--- config.mk ---
export PLATFORM = sky130hd
export DESIGN_NAME = alu_cmd_sequencer
export DESIGN_NICKNAME = d
export VERILOG_FILES = /design/src/rtl/alu_cmd_sequencer.sv
export SDC_FILE = /design/constraint.sdc
export NUM_CORES = 1
export LEC_CHECK = 0
export BUFFER_PORTS_ARGS = -buffer_cell sky130_fd_sc_hd__buf_2
export CORE_MARGIN = 2
export CORE_UTILIZATION = 50
export DETAILED_ROUTE_END_ITERATION = 10
export GPL_ROUTABILITY_DRIVEN = 1
export PLACE_DENSITY = 0.89
export REMOVE_ABC_BUFFERS = 1
export SYNTH_ARGS = -nofsm -noshare
export SYNTH_HDL_FRONTEND = slang
export SYNTH_SLANG_ARGS = --single-unit
--- constraint.sdc ---
create_clock -name clk -period 2.8 [get_ports clk]
set_input_delay 0.42 -clock clk [delete_from_list [all_inputs] [get_ports clk]]
set_output_delay 0.42 -clock clk [all_outputs]
set_load 0.1 [all_outputs]
--- src/rtl/alu_cmd_sequencer.sv ---
// alu_cmd_sequencer
// Command-side front end for the 16-bit ALU breadboard. Accepts an op code and
// operand over a valid/ready handshake, drives the ALU inputs for a fixed settle
// window, captures the ALU result and error code, and returns them over a
// valid/ready response channel. Owns the accumulator that feeds ALU input2.
//
// Ports:
//   clk, rst                 clock (rising edge), synchronous active-high reset
//   cmd_valid/cmd_ready      command handshake; cmd_op (4b), cmd_operand (16b)
//   alu_input1/alu_op_code   registered ALU operand and op code
//   alu_input2               ALU second operand (always the accumulator)
//   alu_output1/alu_err_code ALU result (32b) and error (bit0 ovf, bit1 div0)
//   rsp_valid/rsp_ready      response handshake; rsp_result (32b), rsp_err (2b)
//   acc                      accumulator
//   sticky_err               OR of all response errors since reset or clear
//   op_count                 completed responses, wraps
module alu_cmd_sequencer #(
  parameter int SETTLE = 2,
  parameter int CNT_W  = 16
) (
  input  logic             clk,
  input  logic             rst,
  input  logic             cmd_valid,
  output logic             cmd_ready,
  input  logic [3:0]       cmd_op,
  input  logic [15:0]      cmd_operand,
  output logic [15:0]      alu_input1,
  output logic [3:0]       alu_op_code,
  output logic [15:0]      alu_input2,
  input  logic [31:0]      alu_output1,
  input  logic [1:0]       alu_err_code,
  output logic             rsp_valid,
  input  logic             rsp_ready,
  output logic [31:0]      rsp_result,
  output logic [1:0]       rsp_err,
  output logic [15:0]      acc,
  output logic [1:0]       sticky_err,
  output logic [CNT_W-1:0] op_count
);

  typedef enum logic [1:0] {
    ST_IDLE = 2'd0,
    ST_WAIT = 2'd1,
    ST_RESP = 2'd2
  } state_t;

  localparam logic [3:0]       SETTLE_L = 4'(SETTLE);
  localparam logic [3:0]       OP_NOP   = 4'd14;
  localparam logic [3:0]       OP_CLEAR = 4'd13;
  localparam logic [3:0]       OP_RSVD  = 4'd15;
  localparam logic [CNT_W-1:0] CNT_ONE  = CNT_W'(1);

  state_t     state_r;
  logic [3:0] settle_cnt_r;

  // The ALU's second operand is always the accumulator.
  assign alu_input2 = acc;

  // Sequencer FSM with all handshake, ALU-drive and accumulator registers.
  always_ff @(posedge clk) begin
    if (rst) begin
      state_r      <= ST_IDLE;
      settle_cnt_r <= 4'd0;
      cmd_ready    <= 1'b1;
      rsp_valid    <= 1'b0;
      rsp_result   <= 32'd0;
      rsp_err      <= 2'b00;
      alu_input1   <= 16'd0;
      alu_op_code  <= OP_NOP;
      acc          <= 16'd0;
      sticky_err   <= 2'b00;
      op_count     <= '0;
    end else begin
      case (state_r)
        ST_IDLE: begin
          if (cmd_valid && cmd_ready) begin
            cmd_ready <= 1'b0;
            if (cmd_op == OP_RSVD) begin
              // Reserved op never reaches the ALU; answer immediately.
              rsp_result <= 32'd0;
              rsp_err    <= 2'b11;
              sticky_err <= sticky_err | 2'b11;
              rsp_valid  <= 1'b1;
              state_r    <= ST_RESP;
            end else begin
              alu_op_code  <= cmd_op;
              alu_input1   <= cmd_operand;
              settle_cnt_r <= SETTLE_L;
              state_r      <= ST_WAIT;
            end
          end
        end
        ST_WAIT: begin
          if (settle_cnt_r == 4'd1) begin
            rsp_result  <= alu_output1;
            rsp_err     <= alu_err_code;
            rsp_valid   <= 1'b1;
            // Park the ALU on nop while the response waits.
            alu_op_code <= OP_NOP;
            alu_input1  <= 16'd0;
            state_r     <= ST_RESP;
            if (alu_op_code == OP_CLEAR) begin
              // Clear wins over the sticky OR on the same edge.
              acc        <= 16'd0;
              sticky_err <= 2'b00;
            end else begin
              if ((alu_err_code == 2'b00) && (alu_op_code <= 4'd12)) begin
                acc <= alu_output1[15:0];
              end
              sticky_err <= sticky_err | alu_err_code;
            end
          end else begin
            settle_cnt_r <= settle_cnt_r - 4'd1;
          end
        end
        ST_RESP: begin
          if (rsp_ready) begin
            rsp_valid <= 1'b0;
            cmd_ready <= 1'b1;
            op_count  <= op_count + CNT_ONE;
            state_r   <= ST_IDLE;
          end
        end
        default: begin
          state_r   <= ST_IDLE;
          cmd_ready <= 1'b1;
          rsp_valid <= 1'b0;
        end
      endcase
    end
  end

endmodule
==> Yosys cells after proc, flatten, opt, wreduce, memory -nomap -nowiden <==
Cells that the tools add are included.
Widths: inputs -> output; s select.
{ "word_totals": {"register_bits": 96, "input_bits": 58, "output_inout_bits": 106, "wordCells": 79} }
{ "op_classes": {"addsub": 2, "order_cmp": 1, "eq_ne": 11, "muxes": 38, "bitwise": 2, "reduce_logical": 14} }
{ "ops": {"columns": ["cell", "count"], "rows": [
  ["$mux 32", 3],
  ["$mux 16", 5],
  ["$pmux 32 s2", 1],
  ["$pmux 16 s2", 1],
  ["$mux 4", 6],
  ["$mux 2", 9],
  ["$add 16x1->16 const B", 1],
  ["$pmux 4 s2", 2],
  ["$reduce_and 4->1", 4],
  ["$ne 2x2->1 const B", 6],
  ["$reduce_and 3->1", 3],
  ["$eq 4x4->1 const B", 2],
  ["$pmux 2 s2", 2],
  ["$mux 1", 6],
  ["$pmux 1 s3", 2],
  ["$pmux 2 s3", 1],
  ["$eq 4x1->1 const B", 1],
  ["$le 4x4->1 const B", 1],
  ["$logic_not 2->1", 2],
  ["$reduce_bool 2->1", 2],
  ["$sub 4x1->4 const B", 1],
  ["$eq 2x1->1 const B", 1],
  ["$eq 2x2->1 const B", 1],
  ["$logic_and 1x1->1", 2],
  ["3 further kinds", 3]
]} }

==> Logic depth before layout (Yosys ltp) <==
Gate-level depths: netlist (run 1).
{ "depth": {"word_depth": 4, "ltp_mapped": 9, "mapped_depth_nobuf": 6} }

==> Worst setup path before layout (run 1) <==
No wires, ideal clock.
{ "synth_timing": {"path_kind": "register to register", "start": "register op_count[3]", "end": "register op_count[13]", "setup_time_ps": 70, "arrival_ps": 2406, "t_required_ps": 2730, "slack_ps": 324, "path_stages_with_launch": 5, "synth_period_minus_slack_ps": 2476, "cell_sequence": "dfxtp_1 -> nand4_1 -> or3_4 -> or4_1 -> a21oi_1"} }
{ "synth_between": {"elab_chain_cells": 1} }
{ "synth_lines": {"columns": ["item", "line_no", "source"], "rows": [
  ["start: declaration", "38", "output logic [CNT_W-1:0] op_count"],
  ["start signal: assignment", "120", "op_count <= op_count + CNT_ONE;"],
  ["$add 16x1->16", "120", null]
]} }
No other way between the ends.
A chain may end at the register's enable or synchronous reset.

==> Worst setup path after layout (run 1) <==
{ "layout_timing": {"start": "register state_r[0]", "end": "register alu_input1[5]"} }
{ "layout_between": {"elab_chain_cells": 3, "word_cells_on_any_way": 8, "classes_between": "4 x eq/ne; 1 x mux; 3 x reduce/logical"} }
{ "layout_lines": {"columns": ["item", "line_no", "source"], "rows": [
  ["start: declaration", "53", "state_t state_r;"],
  ["start signal: assignment", "62", "state_r <= ST_IDLE;"],
  ["start signal: assignment", "84", "state_r <= ST_RESP;"],
  ["start signal: assignment", "89", "state_r <= ST_WAIT;"],
  ["$eq 2x1->1 or $logic_not 2->1 (tied branches)", "74", "case (state_r)"],
  ["$ne 2x2->1 (no line) or $reduce_bool 2->1 (tied branches)", null, null],
  ["$reduce_and 4->1 (no line)", null, null],
  ["end signal: assignment", "87", "alu_input1 <= cmd_operand;"],
  ["end: declaration", "27", "output logic [15:0] alu_input1,"]
]} }
Several ways; a longest one is shown, not always the timed one.

==> run_results.csv, run 1 <==
group,metric,value,unit
floorplan,fp-row-count,30,
clocking,htree_levels,3,
power,leakage,2.18,nW
floorplan,start_util,52.5,%
grt,grt_usage,22.2,%
critical_path,crit_path_max_fanout,20,
critical_path,worstSetupStartpointType,"flop",
clocking,cts_buffer_depth,2,
grt,antenna_found_initial,0,
power,power,2.78,mW
sta,finalSetupViolCount,0,
run_status,status,"finished, final reports clean",
critical_path,crit_buf_inv,0,
grt,grt_max_degree,33,
sta,worst_pin_slew,1.09,ns
critical_path,r2r_end,"alu_input1[5]$_SDFFE_PP0P_",
synth,synth_edf_count,0,
critical_path,critPathArrivalTime,2.45,ns
clocking,cts-root-buf,"clkbuf_8",
synth,synthXorXnorAreaFrac,2.67,%
sta,final.min_clock_period,2.16,ns
power,p_per_area,611,nW/um^2
synth,synth_top_family_by_area,"compound AO/OA/AOI/OAI gates",
sta,clock_skew,0.0166,ns
clocking,cts_setup_buffers,0,
min_path,hold_class,"in -> reg",
sta,rsz0062_at_grt,"false",
synth,synth_area,3610,sq um
floorplan,core_area,6870,sq um
sta,tns,0,ns
flow_run,max_cap_viol_count,0,
sta,hold_violations,0,
synth,ys_seq_area_share,53.3,%
clocking,cts_tree,"built",
clocking,clkLatencyLatePin,0.36,ns
min_path,hold_end,"alu_input1[8]$_SDFFE_PP0P_",
min_path,min-delay-start,"cmd_operand[8]",
clocking,clkSlewWorstSetupHoldPaths,0.10,ns
routing,drt_iter0_markers,142,
place,hpwl,6640,um
floorplan,ios,164,
layout,finalNonFillerCells,581,
clocking,cts_buffers,9,
grt,grt_pass1_wl,13700,um
clocking,ctsHoldBuffers,0,
clocking,cts_sinks,96,
layout,final_layout_size_suffix_gt1_share,39.6,%
synth,async_flop_share,0,%
routing,final_antenna_net_count,0,
power,vdd_drop_max,0.000292,V
floorplan,die_w,88.9,um
clocking,cts_resized,0,
routing,drc,0,
place,gp_congestion,0.890,
sta,clock.fmax,462,MHz
synth,ys_ff_latch,96,
critical_path,r2r-start,"state_r[0]$_SDFFE_PP0P_",
min_path,holdPathStages,2,
synth,yosys.area_share.simple,12.8,%
routing,wl,9240,um
layout,nets,541,
critical_path,crit_type,"reg -> reg",
routing,wl_per_cell,15.9,um
synth,synth_flop_cell,"dfxtp_1",
critical_path,rrSetupSlack,0.64,ns
synth,synthDistinctLibCells,46,
critical_path,critPathCaptureType,"flop",
critical_path,path_cells,"and3b_1 -> nand2_1 -> nor3_2 -> a22o_1",
routing,vias,3210,
layout,layout_commonest_cell,"buf_2",
critical_path,cp.required,3.08,ns
routing,vias_per_cell,5.52,
grt,grt_overflow_total,0,
sta,slew_headroom,26.8,%
floorplan,die_area,7910,sq um
place,io_buffers,163,
place,dp_cells,565,
synth,synthMuxAreaShare,0.277,%
synth,yosysWarnings,0,
synth,synthCells,338,
sta,slew_violations,0,
critical_path,cp_top_family,"simple AND/OR/NAND/NOR gates",
grt,grt_pass1_vias,2863,
critical_path,reg2reg_depth,4,
layout,area_growth,25.9,%
critical_path,max_stage_delay,0.84,ns
synth,synth_compound_area_share,23.4,%
floorplan,die_height,88.9,um
critical_path,crit_path_top_delay_cell,"nor3_2",
routing,drtPass1Iterations,4,
synth,syn_area_per_cell,10.7,sq um
layout,most-common-layout-cells,"buf_2, dfxtp_1, a22o_1",
sta,post-route-period-util,77.3,%
layout,antennaDiodeCount,0,
synth,yosys.area_share.adder,1.04,%
logic make-up after synthesis:
kind of cell,Yosys count
buffers and inverters,43
AOI/OAI and AO/OA,105
muxes,1
adders and majority gates,3
DFF,96
xor gates and xnor gates,11
and+or+nand+nor,79
Yosys cell counts, drive strengths merged, types with 6 or more instances:
cell type	count	area [sq um]
a21oi	11	58.8
a22o	65	569
buf	24	161
clkbuf	12	45.0
dfxtp	96	1920
inv	7	26.3
nand2	10	37.5
nand3	9	45.0
nand4	6	37.5
nor2	17	63.8
nor3	10	55.1
o21ai	9	45.0
xnor2	10	87.6
power breakdown:
part	internal (mW)	switching [mW]
Clock	0.327	0.476
Sequential	1.41	0.0441
Combinational	0.121	0.396
metal layers:
metal	vias up	routed length [um]	part of all wire, %	track usage [%]
met5	-	0	0	0
met4	0	128	1.4	8.96
met3	15	732	7.9	4.43
met2	146	4450	48	37.2
met1	1511	3920	42	28.1
li1	1538	-	-	-
worst reg2reg max path: cells and delay by family (launching register included):
family	cells	cell delay (ns)
AOI/OAI and AO/OA	1	0.26
DFF	1	0.51
and+or+nand+nor	3	1.33
worst max-delay path by stage:
stage | from | end | slack [ns] | cells past startpoint
final | state_r[0]$_SDFFE_PP0P_ | alu_input1[5]$_SDFFE_PP0P_ | 0.64 | 4
after CTS | state_r[0]$_SDFFE_PP0P_ | alu_input1[5]$_SDFFE_PP0P_ | 0.70 | 4
after global placement | state_r[0]$_SDFFE_PP0P_ | alu_input1[13]$_SDFFE_PP0P_ | 0.83 | 4
after detailed placement | state_r[0]$_SDFFE_PP0P_ | alu_input1[5]$_SDFFE_PP0P_ | 0.74 | 4
after global routing | state_r[0]$_SDFFE_PP0P_ | alu_input1[6]$_SDFFE_PP0P_ | 0.52 | 4
after floorplan | cmd_ready$_SDFFE_PP1P_ | rsp_result[0]$_SDFFE_PP0P_ | 0.31 | 4
flip-flops by register name (all words and copies together) (netlist names):
register / flops
rsp_result: 32
rsp_err: 2
op_count: 16
alu_input1: 16
sticky_err: 2
settle_cnt_r: 4
alu_op_code: 4
rsp_valid: 1
state_r: 2
cmd_ready: 1
acc: 16
metrics by stage:
step                worst slack (ns)  utilization (%)  cell area, sq um  hold WS, ns
floorplan                      0.307                -              3400        0.483
global placement               0.833             63.6              4370        0.451
detailed placement             0.740             63.6              4370        0.449
CTS                            0.696             66.1              4540        0.255
global route                   0.523             66.1              4540        0.258
finish                         0.635             66.1              4540        0.266
layout make-up:
| cell class | instances | area, sq um |
|---|---|---|
| fill | 527 | 2330 |
| timing repair buffer | 167 | 846 |
| clock buffer | 10 | 128 |
| sequential | 96 | 1920 |
| inverter | 7 | 26.3 |
| tap | 96 | 120 |
| clock inverter | 6 | 42.5 |
| multi-input combinational | 199 | 1460 |
Note: power is estimated with default switching activity, not from simulation.
==> run 2: changes to the inputs <==
--- a/config.mk
+++ b/config.mk
@@ -5,12 +5,13 @@
 export SDC_FILE = /design/constraint.sdc
 export NUM_CORES = 1
 export LEC_CHECK = 0
+export ABC_AREA = 1
 export BUFFER_PORTS_ARGS = -buffer_cell sky130_fd_sc_hd__buf_2
 export CORE_MARGIN = 2
-export CORE_UTILIZATION = 50
+export CORE_UTILIZATION = 48
 export DETAILED_ROUTE_END_ITERATION = 10
 export GPL_ROUTABILITY_DRIVEN = 1
-export PLACE_DENSITY = 0.89
+export PLACE_DENSITY = 0.85
 export REMOVE_ABC_BUFFERS = 1
 export SYNTH_ARGS = -nofsm -noshare
 export SYNTH_HDL_FRONTEND = slang
==> constraint.sdc (replaced) <==
create_clock -name clk -period 2 [get_ports clk]
set_input_delay 0.3 -clock clk [delete_from_list [all_inputs] [get_ports clk]]
set_output_delay 0.3 -clock clk [all_outputs]
set_load 0.1 [all_outputs]
==> run_results.csv, run 2 <==
group,metric,value,unit
critical_path,crit_type,"reg -> reg",
synth,synth_edf_count,0,
sta,tns,0,ns
grt,grt_usage,21.8,%
sta,slew_violations,0,
layout,fillCellCount,764,
grt,grt_pass1_vias,3614,
synth,synth_flop_cell,"dfxtp_1",
critical_path,cpMostUsedCell,"nand2_1",
critical_path,r2r-start,"state_r[1]$_SDFFE_PP0P_",
critical_path,path_cells,"nor2_4 -> inv_2 -> nand2_1 -> nand2_4 -> nand2_1 -> a21oi_1",
flow_run,max_cap_viol_count,0,
synth,syn_area_per_cell,7.61,sq um
grt,grt_max_degree,80,
floorplan,die_height,94.5,um
power,leakage,2.24,nW
critical_path,rrSetupSlack,0.24,ns
floorplan,core_area,8090,sq um
clocking,clkSlewWorstSetupHoldPaths,0.10,ns
synth,synth_area,3940,sq um
synth,ys_ff_latch,96,
critical_path,worstSetupStartpointType,"flop",
min_path,min-delay-start,"alu_output1[20]",
synth,synth_area_leaders,"dfxtp_1, nand2_1, a21oi_1",
place,hpwl,7240,um
critical_path,critPathCaptureType,"flop",
sta,hold_violations,0,
routing,drc,0,
power,p_per_area,955,nW/um^2
synth,async_flop_share,0,%
floorplan,ios,164,
sta,finalSetupViolCount,0,
grt,grt_overflow_total,0,
synth,yosysWarnings,0,
layout,top_register,"rsp_result",
grt,grt_pass1_wl,15600,um
place,io_buffers,163,
synth,yosysMostFrequentCell,"nand2_1",
clocking,htree_levels,3,
clocking,cts_sinks,96,
critical_path,cp.required,2.29,ns
layout,antennaDiodeCount,0,
sta,fin_ws,0.242,ns
place,gp_congestion,0.791,
clocking,cts_setup_buffers,0,
synth,synthDistinctLibCells,27,
synth,yosys-top-cells-count,"nand2_1, dfxtp_1, a21oi_1",
routing,drt_iter0_markers,153,
synth,synthCells,517,
critical_path,crit_path_max_fanout,35,
layout,largest_reg_flops,32,
place,preCtsSetupSlack,0.277,ns
sta,slew_headroom,66.4,%
synth,yosysTopAreaCellShare,48.8,%
floorplan,start_util,48.6,%
sta,clock_skew,0.0129,ns
clocking,cts-root-buf,"clkbuf_8",
routing,wl_per_cell,12.9,um
sta,rsz0062_at_grt,"false",
floorplan,fp-row-count,33,
clocking,ctsHoldBuffers,0,
layout,nets,717,
layout,final_layout_size_suffix_gt1_share,29.7,%
routing,vias_per_cell,5.10,
floorplan,die_w,94.5,um
routing,wl,9880,um
critical_path,max_stage_delay,0.50,ns
clocking,cts_tree,"built",
routing,drtPass1Iterations,4,
sta,worst_pin_slew,0.507,ns
clocking,cts_buffers,9,
clocking,cts_buffer_depth,2,
layout,area_growth,23.7,%
min_path,hold_end,"rsp_result[20]$_SDFFE_PP0P_",
critical_path,crit_path_top_delay_cell,"dfxtp_1",
routing,vias,3908,
clocking,clkLatencyLatePin,0.35,ns
critical_path,reg2reg_depth,6,
sta,post-route-period-util,87.9,%
power,vdd_drop_max,0.000730,V
layout,most-common-layout-cells,"buf_2, nand2_1, dfxtp_1",
sta,holdWs,0.182,ns
grt,antenna_found_initial,0,
floorplan,die_area,8940,sq um
run_status,status,"finished, final reports clean",
synth,yosysTopAreaCell,"dfxtp_1",
routing,final_antenna_net_count,0,
min_path,hold_class,"in -> reg",
layout,layout_commonest_cell,"buf_2",
critical_path,r2r_end,"rsp_result[9]$_SDFFE_PP0P_",
critical_path,critPathArrivalTime,2.05,ns
min_path,holdPathStages,3,
clocking,cts_resized,0,
sta,clock.fmax,569,MHz
synth,ys_seq_area_share,48.8,%
sta,final.min_clock_period,1.76,ns
-- run 2: power by group --
part | internal [mW] | switching [mW]
clock network | 0.477 | 0.711
logic | 0.260 | 1.10
registers | 2.03 | 0.0770
-- run 2: worst max-delay path, delay by kind of cell, from the launching register on --
family                 cells  cell delay (ns)
AND/OR/NAND/NOR            4             0.75
AO/OA/AOI/OAI              1             0.15
flip-flops                 1             0.50
buffers and inverters      1             0.27
-- run 2: worst max-delay path by stage --
stage,from,end,slack [ns],depth (start not counted)
after floorplan,cmd_ready$_SDFFE_PP1P_,alu_op_code[0]$_SDFFE_PP0P_,-0.18,6
after global placement,state_r[1]$_SDFFE_PP0P_,rsp_result[5]$_SDFFE_PP0P_,0.40,6
after detailed placement,state_r[1]$_SDFFE_PP0P_,rsp_result[9]$_SDFFE_PP0P_,0.28,6
after CTS,state_r[1]$_SDFFE_PP0P_,rsp_result[9]$_SDFFE_PP0P_,0.26,6
after global routing,state_r[1]$_SDFFE_PP0P_,rsp_result[9]$_SDFFE_PP0P_,0.07,6
final,state_r[1]$_SDFFE_PP0P_,rsp_result[9]$_SDFFE_PP0P_,0.24,6
-- run 2: cell families after synthesis --
logic type / Yosys count / synth area share (%)
XOR/XNOR: 5 / 1.11
buffers and inverters: 73 / 9.76
adder cells (fa/ha/maj): 3 / 0.954
flip-flops: 96 / 48.8
AND/OR/NAND/NOR: 238 / 25.9
AO/OA/AOI/OAI: 102 / 13.4
-- run 2: layer usage --
metal | vias to the layer above | track usage [%] | routed length (um)
met4 | 0 | 7.85 | 122
met5 | - | 0 | 0
met1 | 1794 | 26.2 | 4130
li1 | 1941 | - | -
met3 | 11 | 5.91 | 803
met2 | 162 | 37.6 | 4820
-- run 2: stage by stage --
step           total power [mW]  cell area, sq um  instances  utilization (%)
5_1_grt                    4.88              4870        766             60.2
3_5_place_dp               3.50              4680        750             57.9
6_report                   4.65              4870        766             60.2
3_3_place_gp               3.47              4680        750             57.9
2_1_floorplan              3.18              3670        477                -
4_1_cts                    4.70              4870        766             60.2
-- run 2: final cells by class --
class                   count  area (sq um)  share of cell area [%]
clock inverters             7          60.1                    1.23
flip-flops and latches     96          1920                    39.5
inverters                  33           124                    2.54
repair buffers            168           878                    18.0
multi-input cells         348          1630                    33.5
well taps                 105           131                    2.70
clock buffers               9           124                    2.54
